**src/rtl/param_ram.sv**
```systemverilog
// param_ram: single-port word RAM with a per-bit write mask, one-cycle
// registered reads, out-of-range error reporting and a self-clearing
// sequence that runs after reset or on request.

module param_ram #(
    parameter int                 DATA_W    = 16,
    parameter int                 ADDR_W    = 8,
    parameter int                 DEPTH     = 2**ADDR_W,
    parameter logic [DATA_W-1:0]  CLEAR_VAL = '0
) (
    input  logic              clk,
    input  logic              rst_n,
    input  logic              req,
    input  logic              we,
    input  logic [ADDR_W-1:0] addr,
    input  logic [DATA_W-1:0] wdata,
    input  logic [DATA_W-1:0] wmask,
    input  logic              clr,
    output logic              ready,
    output logic              busy,
    output logic [DATA_W-1:0] rdata,
    output logic              rvalid,
    output logic              err
);

    // CLEAR walks the array writing CLEAR_VAL; RUN serves accesses.
    typedef enum logic {
        ST_CLEAR = 1'b0,
        ST_RUN   = 1'b1
    } state_t;

    // One extra bit so DEPTH == 2**ADDR_W is representable for the range test.
    localparam logic [ADDR_W:0]   DEPTH_EXT = (ADDR_W+1)'(DEPTH);
    localparam logic [ADDR_W-1:0] LAST_IDX  = ADDR_W'(DEPTH - 1);

    state_t            state;
    state_t            state_next;
    logic [ADDR_W-1:0] clr_cnt;
    logic              clr_last;
    logic              accept;
    logic              in_range;

    logic [DATA_W-1:0] mem [0:DEPTH-1];

    assign accept   = req & ready;
    assign in_range = ({1'b0, addr} < DEPTH_EXT);
    assign clr_last = (clr_cnt == LAST_IDX);

    // State register; reset always lands in CLEAR so the array gets initialised.
    always_ff @(posedge clk) begin
        if (!rst_n) begin
            state <= ST_CLEAR;
        end else begin
            state <= state_next;
        end
    end

    // Next-state logic; a clr arriving on the final clear word restarts the walk.
    always_comb begin
        state_next = state;
        case (state)
            ST_CLEAR: begin
                if (!clr && clr_last) begin
                    state_next = ST_RUN;
                end
            end
            ST_RUN: begin
                if (clr) begin
                    state_next = ST_CLEAR;
                end
            end
            default: state_next = ST_CLEAR;
        endcase
    end

    // Handshake outputs decode straight from the state.
    always_comb begin
        ready = 1'b0;
        busy  = 1'b0;
        case (state)
            ST_RUN:   ready = 1'b1;
            ST_CLEAR: busy  = 1'b1;
            default:  busy  = 1'b1;
        endcase
    end

    // Clear counter: reloads on clr in either state, advances one word per CLEAR cycle.
    always_ff @(posedge clk) begin
        if (!rst_n) begin
            clr_cnt <= '0;
        end else if (clr) begin
            clr_cnt <= '0;
        end else if (state == ST_CLEAR) begin
            if (clr_last) begin
                clr_cnt <= '0;
            end else begin
                clr_cnt <= clr_cnt + ADDR_W'(1);
            end
        end
    end

    // Array writes: clear walk in CLEAR, masked writes in RUN; no direct reset of contents.
    always_ff @(posedge clk) begin
        if (rst_n) begin
            if (state == ST_CLEAR) begin
                mem[clr_cnt] <= CLEAR_VAL;
            end else if (accept && we && in_range) begin
                mem[addr] <= (mem[addr] & ~wmask) | (wdata & wmask);
            end
        end
    end

    // Read/response pipeline; rdata only moves on an accepted read and holds otherwise.
    always_ff @(posedge clk) begin
        if (!rst_n) begin
            rvalid <= 1'b0;
            err    <= 1'b0;
            rdata  <= '0;
        end else begin
            rvalid <= accept & ~we;
            err    <= accept & ~in_range;
            if (accept && !we) begin
                rdata <= in_range ? mem[addr] : '0;
            end
        end
    end

endmodule

```
**config.mk**
```make
export PLATFORM = sky130hd
export DESIGN_NAME = param_ram
export DESIGN_NICKNAME = d
export VERILOG_FILES = /design/src/rtl/param_ram.sv
export SDC_FILE = /design/constraint.sdc
export NUM_CORES = 2
export LEC_CHECK = 0
export BUFFER_PORTS_ARGS = -buffer_cell sky130_fd_sc_hd__buf_2
export CORE_ASPECT_RATIO = 0.75
export CORE_MARGIN = 10
export CORE_UTILIZATION = 55
export DETAILED_ROUTE_END_ITERATION = 6
export PLACE_DENSITY = 0.76
export SLEW_MARGIN = 0
export SYNTH_ARGS = -nofsm -noshare
export SYNTH_HDL_FRONTEND = slang
export SYNTH_SLANG_ARGS = --single-unit
```
**constraint.sdc**
```tcl
create_clock -name clk -period 12.6 [get_ports clk]
set_clock_uncertainty 0.1 [all_clocks]
set_input_delay 0.63 -clock clk [delete_from_list [all_inputs] [get_ports clk]]
set_output_delay 0.63 -clock clk [all_outputs]
set_load 0.01 [all_outputs]
```
==> out/summary.md <==
### Synth
- 4,122 — register bit count reported by yosys
- 70 — number of different library cells in the post-synthesis netlist
- sky130_fd_sc_hd__edfxtp_1 — Synth area leader
- 0.777 — share of the synthesized area in the top cell type
- 7,320 — Synthesized Nets
- 21.8 sq um — Avg Synthesized Cell Area
- 0 — fraction of registers with async set/reset
- sky130_fd_sc_hd__edfxtp_1, sky130_fd_sc_hd__mux4_2, sky130_fd_sc_hd__mux2i_1 — top post-synthesis cells by area
- sky130_fd_sc_hd__edfxtp_1 — Synth Flop Type
- 158,000 sq um — cell area after technology mapping
- 4,096 — number of enable-type register cells in the synthesized netlist
- sky130_fd_sc_hd__edfxtp_1 — most common cell in the synthesized netlist
- 7,274 — count of mapped cells out of synthesis
- 0 — total of warnings raised by yosys
- 0.780 — fraction of the yosys area taken by sequential cells
- sky130_fd_sc_hd__edfxtp_1, sky130_fd_sc_hd__mux4_2, sky130_fd_sc_hd__nor2_1, sky130_fd_sc_hd__mux2i_1, sky130_fd_sc_hd__a22oi_1 — Synth top cells by count

### Status
- design-rule violations, max-capacitance violations, max-slew violations — violated checks
- finished with violations — status

### Critical path
- in -> reg — category of the most critical setup path
- 7 — number of buffer and inverter instances along the worst setup path
- mem[203][2]$_DFFE_PP_ — Reg-to-Reg End
- buffers and inverters — CP delay by family, top
- 1.13 ns — CP max stage delay
- mem[149][2]$_DFFE_PP_ — launch instance of the worst register-to-register path
- register — type of destination of the critical path
- sky130_fd_sc_hd__buf_4 — Most Frequent Cell on Critical Path
- buf_6 -> buf_4 -> inv_6 -> buf_12 -> a211oi_1 -> a2111oi_0 -> buf_4 -> nand2_1 -> o311ai_1 -> a32o_4 -> buf_4 -> buf_4 — critical path, cell by cell
- 13.00 ns — WP data required
- sky130_fd_sc_hd__o311ai_1 — standard cell with the maximum stage delay on the critical path
- input port — startpoint type of the worst setup path
- 7.30 ns — data arrival time of the critical path
- 9 — depth of the worst register-to-register path
- 112 — peak fanout along the critical path
- 6.68 ns — flop-to-flop setup slack

### Global route
- 623 mm — global-route wire length before repair
- 257 — largest net degree at the start of global routing
- 0 — aggregate global routing overflow
- 80,900 — vias in the first global route
- 0.281 — overall routing resource usage
- 32 — initial antenna violation count

### Clock tree
- 4,122 — number of sinks driven by the clock tree
- 0 — Setup Fix Bufs, Post-CTS
- 4 — Max clock buf depth
- 5 — number of levels the H-tree was split into
- 0.90 ns — worst skew pair latency
- 0 — number of buffers added to fix hold violations after cts
- 0 — count of cells resized by post-cts repair
- 352 — number of buffers created by CTS
- sky130_fd_sc_hd__clkbuf_16 — clock tree root buffer cell
- 0.07 ns — clock slew at the register clock pins of the worst setup and hold paths
- yes — CTS tree

### Route
- 7.05 — mean number of vias per cell
- 37.6 um — WL/cell
- 1 — drt drc
- 14,700 — First DRT Iteration DRCs
- 0 — final antenna-violating net count
- 442 mm — total wire length
- 7 — number of iterations in the first detailed-routing pass
- 82,700 — count of vias placed by the detailed router

### Die
- 639 um — Die Width
- 310,000 sq um — total die area
- 65 — boundary pin count
- 170 — standard-cell row count
- 0.553 — initial cell density of the core
- 286,000 sq um — core area
- 485 um — die height

### Min path
- 3 — worst hold path stage count
- rst_n — startpoint of the most critical hold path
- clr_cnt[6]$_SDFFE_PP0N_ — end point of the most critical hold path
- in -> reg — worst hold path class

### Layout
- 18,600 — fill cell count
- 124,000 sq um — FF/Latch Area
- 7,705 — number of nets at the end of the flow
- 11.2% — Area growth syn-to-layout
- 0.615 — final design utilization
- 32,700 sq um — Multi-input gate area
- 0.249 — share of layout cells above drive strength 1

### Placement
- 250 mm — Final HPWL DP
- 0.908 — final weighted congestion in routability-driven placement
- 63 — number of port buffers

### Timing
- 1.53 ns — transition time at the pin with the least slew margin
- 0.548 — share of the cycle needed by the critical path after routing
- 0 — setup violation total in the final timing report
- 0.124 ns — Worst Hold Slack
- 0 ns — aggregate negative setup slack
- 0 — number of failing hold endpoints at the final stage
- -0.0348 — headroom to the max-slew limit
- 145 MHz — maximum achievable frequency
- no — unrepaired setup endpoints after global routing
- 6.90 ns — minimum period implied by the final worst setup slack
- 3 — final-report max-slew violation count

### Power
- 0.00540 W — switching power
- 0.410 — clock network fraction of total power
- 0.030 — fraction of power consumed by combinational cells
- 151 nW/um^2 — cell area power density
- 64.3 nW — leakage
- 0.560 — relative contribution of sequential cells to total power
- 0.135 mV — maximum VDD drop
- 0.204 — share of total power consumed by net switching
- 0.0211 W — Internal Pwr Total

### Run
- 2 — # Max-Cap Violations

-- flip-flops by register name, summed over array words and instances, names as in the netlist --
signal	flops
rdata	16
rvalid	1
mem	4096
clr_cnt	8
state	1
-- cell families (layout without fill, tap and decap cells) --
| logic type | count (synthesis) | after routing | synth area share |
|---|---|---|---|
| buffers and inverters | 442 | 1104 | 0.0155 |
| other | 1 | 22 | 0.0000237 |
| DFF | 4122 | 4122 | 0.780 |
| xor gates and xnor gates | 6 | 6 | 0.000332 |
| and+or+nand+nor | 704 | 704 | 0.0194 |
| AOI/OAI and AO/OA | 760 | 760 | 0.0344 |
| adders and majority gates | 1 | 1 | 0.0000790 |
| muxes | 1238 | 1238 | 0.150 |
-- metrics by stage --
step / total power [W] / cells / setup WS (ns) / area (sq um)
global placement: 0.0159 / 11100 / 5.34 / 165000
global route: 0.0271 / 11700 / 5.44 / 176000
CTS: 0.0265 / 11700 / 6.03 / 176000
detailed placement: 0.0159 / 11100 / 5.13 / 165000
floorplan: 0.0156 / 7274 / 1.61 / 158000
finish: 0.0265 / 11700 / 5.70 / 176000
-- worst max-delay path by stage --
stage	start	to	slack [ns]	cells after the start
6_report	addr[2]	mem[203][2]$_DFFE_PP_	5.70	12
5_1_grt	addr[0]	mem[203][2]$_DFFE_PP_	5.44	12
4_1_cts	addr[0]	mem[253][2]$_DFFE_PP_	6.03	12
3_5_place_dp	addr[0]	mem[250][2]$_DFFE_PP_	5.13	12
3_3_place_gp	addr[0]	mem[202][2]$_DFFE_PP_	5.34	12
2_1_floorplan	addr[1]	mem[0][11]$_DFFE_PP_	1.61	10
-- cell type report --
class,instances,area share
multi-input cells,2710,0.186
inverters,9,0.000220
repair buffers,464,0.0207
clock inverters,183,0.0102
flip-flops and latches,4122,0.702
clock buffers,448,0.0537
well taps,3784,0.0269
diodes,21,0.000299
-- worst register-to-register path: stages, from the launching register on --
cell and delay (ns):
sky130_fd_sc_hd__edfxtp_1 0.34, sky130_fd_sc_hd__mux4_2 0.23, sky130_fd_sc_hd__mux2i_1 0.18, sky130_fd_sc_hd__a2111oi_0 0.53, sky130_fd_sc_hd__buf_4 0.24, sky130_fd_sc_hd__nand2_1 0.06, sky130_fd_sc_hd__o311ai_1 1.13, sky130_fd_sc_hd__a32o_4 0.69
sky130_fd_sc_hd__buf_4 0.81, sky130_fd_sc_hd__buf_4 1.09
-- metal layers --
| layer | vias to the layer above | part of all wire | global-route usage |
|---|---|---|---|
| li1 | 31500 | - | - |
| met2 | 7183 | 0.45 | 0.410 |
| met3 | 1162 | 0.17 | 0.109 |
| met4 | 32 | 0.046 | 0.104 |
| met5 | - | 0.00047 | 0 |
| met1 | 42900 | 0.34 | 0.388 |
-- power by group through the flow --
| stage | combinational [W] | sequential [W] | clock, W |
|---|---|---|---|
| 2_1_floorplan | 0.000482 | 0.0151 | 0 |
| 3_3_place_gp | 0.000770 | 0.0151 | 0 |
| 3_5_place_dp | 0.000773 | 0.0151 | 0 |
| 4_1_cts | 0.000777 | 0.0148 | 0.0109 |
| 5_1_grt | 0.000814 | 0.0148 | 0.0114 |
| 6_report | 0.000804 | 0.0148 | 0.0109 |
-- layout by cell type (no fill, tap or decap), types with 28 or more instances in the layout --
master and instances:
sky130_fd_sc_hd__a31oi_1 28, sky130_fd_sc_hd__o22ai_1 46, sky130_fd_sc_hd__a221oi_1 42, sky130_fd_sc_hd__a22o_1 33, sky130_fd_sc_hd__nand2_1 141, sky130_fd_sc_hd__o221ai_1 35
sky130_fd_sc_hd__mux2i_1 319, sky130_fd_sc_hd__nand3_1 60, sky130_fd_sc_hd__mux4_2 901, sky130_fd_sc_hd__a21oi_1 129, sky130_fd_sc_hd__nor2_1 298, sky130_fd_sc_hd__buf_4 379
sky130_fd_sc_hd__a22oi_1 271, sky130_fd_sc_hd__buf_2 59, sky130_fd_sc_hd__nor2_2 55, sky130_fd_sc_hd__clkbuf_1 80, sky130_fd_sc_hd__bufinv_16 34, sky130_fd_sc_hd__o21ai_0 37
sky130_fd_sc_hd__clkinv_1 66, sky130_fd_sc_hd__clkbuf_16 362, sky130_fd_sc_hd__edfxtp_1 4096, sky130_fd_sc_hd__clkinv_2 60, sky130_fd_sc_hd__nor3_1 30
Power figures use the tool's default switching activity.
